File: config.mk
export PLATFORM = sky130hd
export DESIGN_NAME = sdram_mux
export DESIGN_NICKNAME = d
export VERILOG_FILES = /design/src/rtl/sdram_mux_pkg.sv /design/src/rtl/sdram_mux_prio.sv /design/src/rtl/sdram_mux.sv
export SDC_FILE = /design/constraint.sdc
export NUM_CORES = 1
export LEC_CHECK = 0
export CAP_MARGIN = 20
export CORE_ASPECT_RATIO = 0.6
export CORE_MARGIN = 4
export CORE_UTILIZATION = 42
export DETAILED_ROUTE_END_ITERATION = 8
export HOLD_SLACK_MARGIN = 0.08
export PLACE_DENSITY = 0.81
export SLEW_MARGIN = 20
export SYNTH_ARGS = -nofsm -noshare
export SYNTH_HDL_FRONTEND = slang
export SYNTH_SLANG_ARGS = --single-unit
File: constraint.sdc
create_clock -name clk -period 3.14 [get_ports clk]
set_clock_uncertainty 0.2 [all_clocks]
set_input_delay 0.628 -clock clk [delete_from_list [all_inputs] [get_ports clk]]
set_output_delay 0.628 -clock clk [all_outputs]
set_load 0.005 [all_outputs]
File: src/rtl/sdram_mux_pkg.sv
// -----------------------------------------------------------------------------
// sdram_mux_pkg
//   Shared types and constants for the three-port SDRAM arbiter.
//   - state_t : arbiter FSM states
//   - kind_t  : kind of access latched at grant time
//   - P_CPU / P_SPR / P_AUX : port indices used by grant logic
//   - helper functions for modulo-3 pointer arithmetic (round-robin build,
//     selected by the SDRAM_MUX_RR_EN macro)
// -----------------------------------------------------------------------------
package sdram_mux_pkg;

    typedef enum logic [2:0] {
        IDLE,
        ISSUE,
        ARM,
        WAIT,
        DONE
    } state_t;

    typedef enum logic [1:0] {
        WORD,
        QUAD,
        WRITE
    } kind_t;

    localparam logic [1:0] P_CPU = 2'd0;
    localparam logic [1:0] P_SPR = 2'd1;
    localparam logic [1:0] P_AUX = 2'd2;

    localparam int TIMEOUT_CYCLES_DEF = 255;

    // Reduce a value in 0..5 to 0..2 (pointer + offset, modulo 3).
    function automatic logic [1:0] wrap3(input logic [2:0] v);
        return (v >= 3'd3) ? 2'(v - 3'd3) : v[1:0];
    endfunction

    // Port that follows p in the circular order 0 -> 1 -> 2 -> 0.
    function automatic logic [1:0] next_port(input logic [1:0] p);
        return (p == P_AUX) ? P_CPU : p + 2'd1;
    endfunction

endpackage

File: src/rtl/sdram_mux_prio.sv
// -----------------------------------------------------------------------------
// sdram_mux_prio
//   Combinational 3-way grant selector.
//   Build option: SDRAM_MUX_RR_EN
//     defined   : round-robin, rr_ptr names the highest-priority port and the
//                 search runs rr_ptr, rr_ptr+1, rr_ptr+2 (mod 3)
//     undefined : fixed priority req[0] > req[1] > req[2]; rr_ptr is ignored
//   Ports:
//     req    in  3  request vector, bit n = port n
//     rr_ptr in  2  current round-robin pointer
//     grant  out 2  selected port index (meaningful only when valid)
//     valid  out 1  at least one request present
// -----------------------------------------------------------------------------
module sdram_mux_prio
    import sdram_mux_pkg::*;
(
    input  logic [2:0] req,
    input  logic [1:0] rr_ptr,
    output logic [1:0] grant,
    output logic       valid
);

`ifdef SDRAM_MUX_RR_EN
    logic [1:0] idx;

    // Scan from the farthest candidate back to the pointer so the candidate
    // nearest the pointer is the last (winning) assignment.
    always_comb begin
        // NOTE: every output of a combinational block gets a default before
        // any conditional assignment, otherwise a latch is inferred.
        grant = P_CPU;
        valid = 1'b0;
        idx   = P_CPU;
        for (int k = 2; k >= 0; k--) begin
            idx = wrap3({1'b0, rr_ptr} + 3'(k));
            if (req[idx]) begin
                grant = idx;
                valid = 1'b1;
            end
        end
    end
`else
    logic unused_rr;
    assign unused_rr = ^rr_ptr;

    always_comb begin
        valid = |req;
        if (req[0])      grant = P_CPU;
        else if (req[1]) grant = P_SPR;
        else             grant = P_AUX;
    end
`endif

endmodule

File: src/rtl/sdram_mux.sv
// -----------------------------------------------------------------------------
// sdram_mux
//   Shares one burst-4 SDRAM controller between the 68k CPU (word read/write,
//   port 0), the sprite fetcher (quad read, port 1) and an auxiliary word-read
//   port (port 2). One access at a time: IDLE -> ISSUE -> ARM -> WAIT -> DONE.
//   Build option: SDRAM_MUX_RR_EN selects round-robin arbitration instead of
//   fixed priority p0 > p1 > p2.
//   Ports:
//     clk, nRESET           clock (shared with controller), async active-low reset
//     p0_req/we/addr/din/wtbt  CPU request, held until p0_ack
//     p0_ack, p0_dout       CPU completion pulse and read data (held)
//     p1_req/addr           sprite quad-read request
//     p1_ack, p1_dout       completion pulse, four words, first in [63:48]
//     p2_req/addr           aux word-read request
//     p2_ack, p2_dout       completion pulse and read data
//     timeout_err           pulses with the ack of a forced completion
//     sd_addr/din/wtbt/rd/we   controller command side (all registered)
//     sd_dout, sd_ready_word, sd_ready_quad   controller response side
// -----------------------------------------------------------------------------
module sdram_mux
    import sdram_mux_pkg::*;
#(
    parameter int TIMEOUT_CYCLES = TIMEOUT_CYCLES_DEF
) (
    input  logic        clk,
    input  logic        nRESET,
    input  logic        p0_req,
    input  logic        p0_we,
    input  logic [24:0] p0_addr,
    input  logic [15:0] p0_din,
    input  logic [1:0]  p0_wtbt,
    output logic        p0_ack,
    output logic [15:0] p0_dout,
    input  logic        p1_req,
    input  logic [24:0] p1_addr,
    output logic        p1_ack,
    output logic [63:0] p1_dout,
    input  logic        p2_req,
    input  logic [24:0] p2_addr,
    output logic        p2_ack,
    output logic [15:0] p2_dout,
    output logic        timeout_err,
    output logic [24:0] sd_addr,
    output logic [15:0] sd_din,
    output logic [1:0]  sd_wtbt,
    output logic        sd_rd,
    output logic        sd_we,
    input  logic [63:0] sd_dout,
    input  logic        sd_ready_word,
    input  logic        sd_ready_quad
);

    // WAIT has lasted TIMEOUT_CYCLES cycles when the counter shows this value.
    localparam logic [7:0] TMO_LAST = 8'(TIMEOUT_CYCLES - 1);

    state_t      state;
    kind_t       kind_q;
    logic [1:0]  gnt_q;
    logic [7:0]  tmo_q;
    logic [1:0]  rr_ptr;

    logic [1:0]  pick;
    logic        pick_valid;
    logic [24:0] pick_addr;
    kind_t       pick_kind;
    logic        grant_now;
    logic        ready_hit;

    sdram_mux_prio u_prio (
        .req    ({p2_req, p1_req, p0_req}),
        .rr_ptr (rr_ptr),
        .grant  (pick),
        .valid  (pick_valid)
    );

    always_comb begin
        pick_addr = p0_addr;
        pick_kind = p0_we ? WRITE : WORD;
        case (pick)
            P_SPR: begin
                pick_addr = p1_addr;
                pick_kind = QUAD;
            end
            P_AUX: begin
                pick_addr = p2_addr;
                pick_kind = WORD;
            end
            default: ;
        endcase
    end

    // ready_word low in IDLE means the controller is still initialising.
    assign grant_now = (state == IDLE) && pick_valid && sd_ready_word;
    assign ready_hit = (kind_q == QUAD) ? sd_ready_quad : sd_ready_word;

`ifdef SDRAM_MUX_RR_EN
    always_ff @(posedge clk or negedge nRESET) begin
        if (!nRESET)        rr_ptr <= P_CPU;
        else if (grant_now) rr_ptr <= next_port(pick);
    end
`else
    assign rr_ptr = P_CPU;
`endif

    // NOTE: state is updated with non-blocking assignments so every register
    // samples the values from before this edge, regardless of statement order.
    always_ff @(posedge clk or negedge nRESET) begin
        if (!nRESET) begin
            state       <= IDLE;
            kind_q      <= WORD;
            gnt_q       <= P_CPU;
            tmo_q       <= '0;
            sd_addr     <= '0;
            sd_din      <= '0;
            sd_wtbt     <= '0;
            sd_rd       <= 1'b0;
            sd_we       <= 1'b0;
            p0_ack      <= 1'b0;
            p1_ack      <= 1'b0;
            p2_ack      <= 1'b0;
            timeout_err <= 1'b0;
            p0_dout     <= '0;
            p1_dout     <= '0;
            p2_dout     <= '0;
        end else begin
            // Acks and the error flag are single-cycle pulses.
            p0_ack      <= 1'b0;
            p1_ack      <= 1'b0;
            p2_ack      <= 1'b0;
            timeout_err <= 1'b0;

            case (state)
                IDLE: begin
                    if (grant_now) begin
                        gnt_q   <= pick;
                        kind_q  <= pick_kind;
                        sd_addr <= pick_addr;
                        sd_din  <= (pick == P_CPU) ? p0_din  : '0;
                        sd_wtbt <= (pick == P_CPU) ? p0_wtbt : '0;
                        // Strobe is high for exactly the ISSUE cycle.
                        if (pick_kind == WRITE) sd_we <= 1'b1;
                        else                    sd_rd <= 1'b1;
                        state <= ISSUE;
                    end
                end

                ISSUE: begin
                    sd_rd <= 1'b0;
                    sd_we <= 1'b0;
                    tmo_q <= '0;
                    state <= ARM;
                end

                // Guaranteed low strobe phase; also gives the controller a
                // cycle to drop its ready flag before WAIT samples it.
                ARM: state <= WAIT;

                WAIT: begin
                    if (ready_hit || tmo_q == TMO_LAST) begin
                        timeout_err <= !ready_hit;
                        case (gnt_q)
                            P_SPR: begin
                                p1_ack  <= 1'b1;
                                p1_dout <= sd_dout;
                            end
                            P_AUX: begin
                                p2_ack  <= 1'b1;
                                p2_dout <= sd_dout[63:48];
                            end
                            default: begin
                                p0_ack <= 1'b1;
                                if (kind_q != WRITE) p0_dout <= sd_dout[63:48];
                            end
                        endcase
                        state <= DONE;
                    end else begin
                        tmo_q <= tmo_q + 8'd1;
                    end
                end

                DONE:    state <= IDLE;
                default: state <= IDLE;
            endcase
        end
    end

endmodule
==> impl_metrics.toml <==
[clock_network]
ctsResizeCount = 0
cts_buffers = 17
cts_setup_buffers = 0
clk_pin_slew_worst_paths_ns = 0.06
cts_buffer_depth = 2
cts_max_level = 4
ctsHoldBuffers = 1
clockRootBuffer = "clkbuf_16"
cts.sinks = 159
clock_latency_ns = 0.40
cts_tree = "built"

[timing]
clock.fmax_mhz = 383.6
hold_violations = 0
rsz0062_at_grt = "no"
tightest_slew_ns = 0.6412
setup_violations = 0
finalCriticalPeriod_ns = 2.607
setup_ws_ns = 0.5332
post-route-period-util_pct = 83.02
finalMaxSlewViolations = 0
maxSlewHeadroom_pct = 56.03
tns_ns = 0

[global_route]
top_usage_layer = "met2"
use_met1_pct = 27.26
met3_usage_pct = 6.800
grt_max_degree = 87
antenna_found_initial = 0
grt_overflow_total = 0
grt_pass1_vias = 5671
grt_usage_pct = 21.40
use_met2_pct = 36.13
grt_pass1_wl_um = 30720

[run]
cap_violations = 0

[power_and_ir_drop]
leakagePower_nw = 4.696
powerDensity_mw_per_mm2 = 859.2
vdd_ir_drop_max_mv = 0.4054

[cells_and_area]
drive_gt1_share_pct = 16.94
layout.nets = 1025
area_growth_pct = 58.59
stdcell_count = 1071
final_cell_mix = "307 x clkdlybuf4s50_1, 159 x dfrtp_1, 89 x mux2_2"
diodes = 0
final_common_cell = "clkdlybuf4s50_1"

[place]
post-place-ws_ns = 0.1294
gp_congestion = 0.8342
io_buffer_count = 309
place_hpwl_um = 14860
numPlacedInstances = 1039

[logic_synthesis]
ys_ff_latch = 159
ys_warn_count = 0
yosysSeqAreaShare_pct = 59.28
synthTopCellsByArea = "dfrtp_1 59%, mux2_2 15%, nand2_1 4.3%"
synth.net_count = 719
yosys.area.top_type = "dfrtp_1"
synth-edff-count = 0
yosysTopAreaCellShare_pct = 59.28
avgSynthCellArea_sq_um = 12.20
synth_flop_cell = "dfrtp_1"
async_flop_share_pct = 100.0
syn-cell-area_sq_mm = 0.006711
synth_cell_types = 38
syn_inst = 550

[drt]
vias = 5307
drtPass1Iterations = 6
drtAntennaViolNets = 0
drt_wl_total_um = 19550
first_iter_violations = 377
viasPerCell = 4.955
drc = 0
wire_per_inst_um = 18.25

[hold_path]
min_path_cells = 2
hp-start = "sd_addr[23]"
worstHoldPathType = "register to register"
hold_end = "sd_addr[23]"

[die]
core-area_sq_mm = 0.01550
design.die.area_sq_mm = 0.01813
ioPinCount = 310
die_y_um = 105.9
die_w_um = 171.2
rows = 35
initial_core_util_pct = 43.29

[worst_setup_path]
worstSetupEndpointType = "register"
path_max_fanout = 41
r2r-start = "kind_q[1]"
required_ns = 3.23
r2r_slack_ns = 0.53
crit_type = "register to register"
reg2reg_depth = 6
r2r-end = "p1_dout[32]"
cp-start-kind = "register"
cp.arrival_ns = 2.69

[status]
outcome = "complete, no violations"
critical path: stages, from the launching register on:
cell     delay (ns)
dfrtp_1        0.42
nor2b_1        0.20
mux2i_1        0.59
a21oi_1        0.23
nand2_2        0.20
buf_12         0.25
mux2_2         0.37
per-layer routing:
| layer | part of all wire [%] | vias to the layer above |
|---|---|---|
| met4 | 0.95 | 0 |
| met2 | 50 | 147 |
| met3 | 7.0 | 13 |
| li1 | - | 2520 |
| met5 | 0 | - |
| met1 | 42 | 2627 |
cell usage after synthesis (2+ instances only):
library cell	n
clkbuf_1	21
buf_2	9
o311ai_0	3
dfrtp_1	159
nand2_1	77
o21ai_0	45
mux2_2	89
nand3b_1	3
buf_1	2
mux2_4	10
mux2i_1	26
o31a_1	2
ha_1	4
nand3_1	6
a21oi_1	31
a22o_1	3
o21bai_1	2
nor2_1	29
inv_1	7
nor3_1	2
nand2b_1	3
final cells by class:
class | count | area [sq um]
clock buffers | 17 | 425.4
repair buffers | 320 | 3237
flip-flops and latches | 159 | 3979
clock inverters | 14 | 156.4
well taps | 203 | 254.0
inverters | 7 | 26.28
multi-input cells | 351 | 2566
fillers | 1163 | 4858
how the worst max path moves through the flow:
stage          depth (start not counted)           to  slack [ns]          start
5_1_grt                                6  p1_dout[40]        0.34      kind_q[0]
6_report                               6  p1_dout[32]        0.53      kind_q[1]
4_1_cts                                6  p1_dout[32]        0.52      kind_q[1]
3_3_place_gp                           6  p1_dout[38]        0.25  sd_ready_word
2_1_floorplan                          7  p0_dout[10]        0.83       tmo_q[0]
3_5_place_dp                           6  p1_dout[31]        0.13  sd_ready_word
power by group:
part	internal (mW)	switching (mW)	leakage, nW
clock network	1.19	0.866	0.279
registers	2.93	0.575	2.01
logic	2.33	1.26	2.41
total	6.45	2.70	4.70
registers in the layout, summed over array words and instances, names as in the netlist, 2 cells and up:
register	cells
p1_dout	64
sd_addr	25
p0_dout	16
p2_dout	16
sd_din	16
tmo_q	8
state	3
kind_q	2
sd_wtbt	2
logic make-up after synthesis:
family	Yosys count	share of synthesized area, %
buf+inv	40	2.517
simple gates	128	8.259
flops	159	59.28
compound gates	94	8.147
fa+ha+maj	4	0.7457
mux	125	21.05
metrics by stage:
| step | area [sq um] | hold slack (ns) | util, % | total power, mW |
|---|---|---|---|---|
| floorplan | 6711 | 0.1324 | - | 4.785 |
| global placement | 10050 | 0.2647 | 64.84 | 6.979 |
| detailed placement | 10050 | 0.2705 | 64.84 | 7.135 |
| CTS | 10640 | 0.2846 | 68.66 | 9.245 |
| global route | 10640 | 0.3178 | 68.66 | 9.686 |
| finish | 10640 | 0.2815 | 68.66 | 9.145 |
Power figures use the tool's default switching activity.
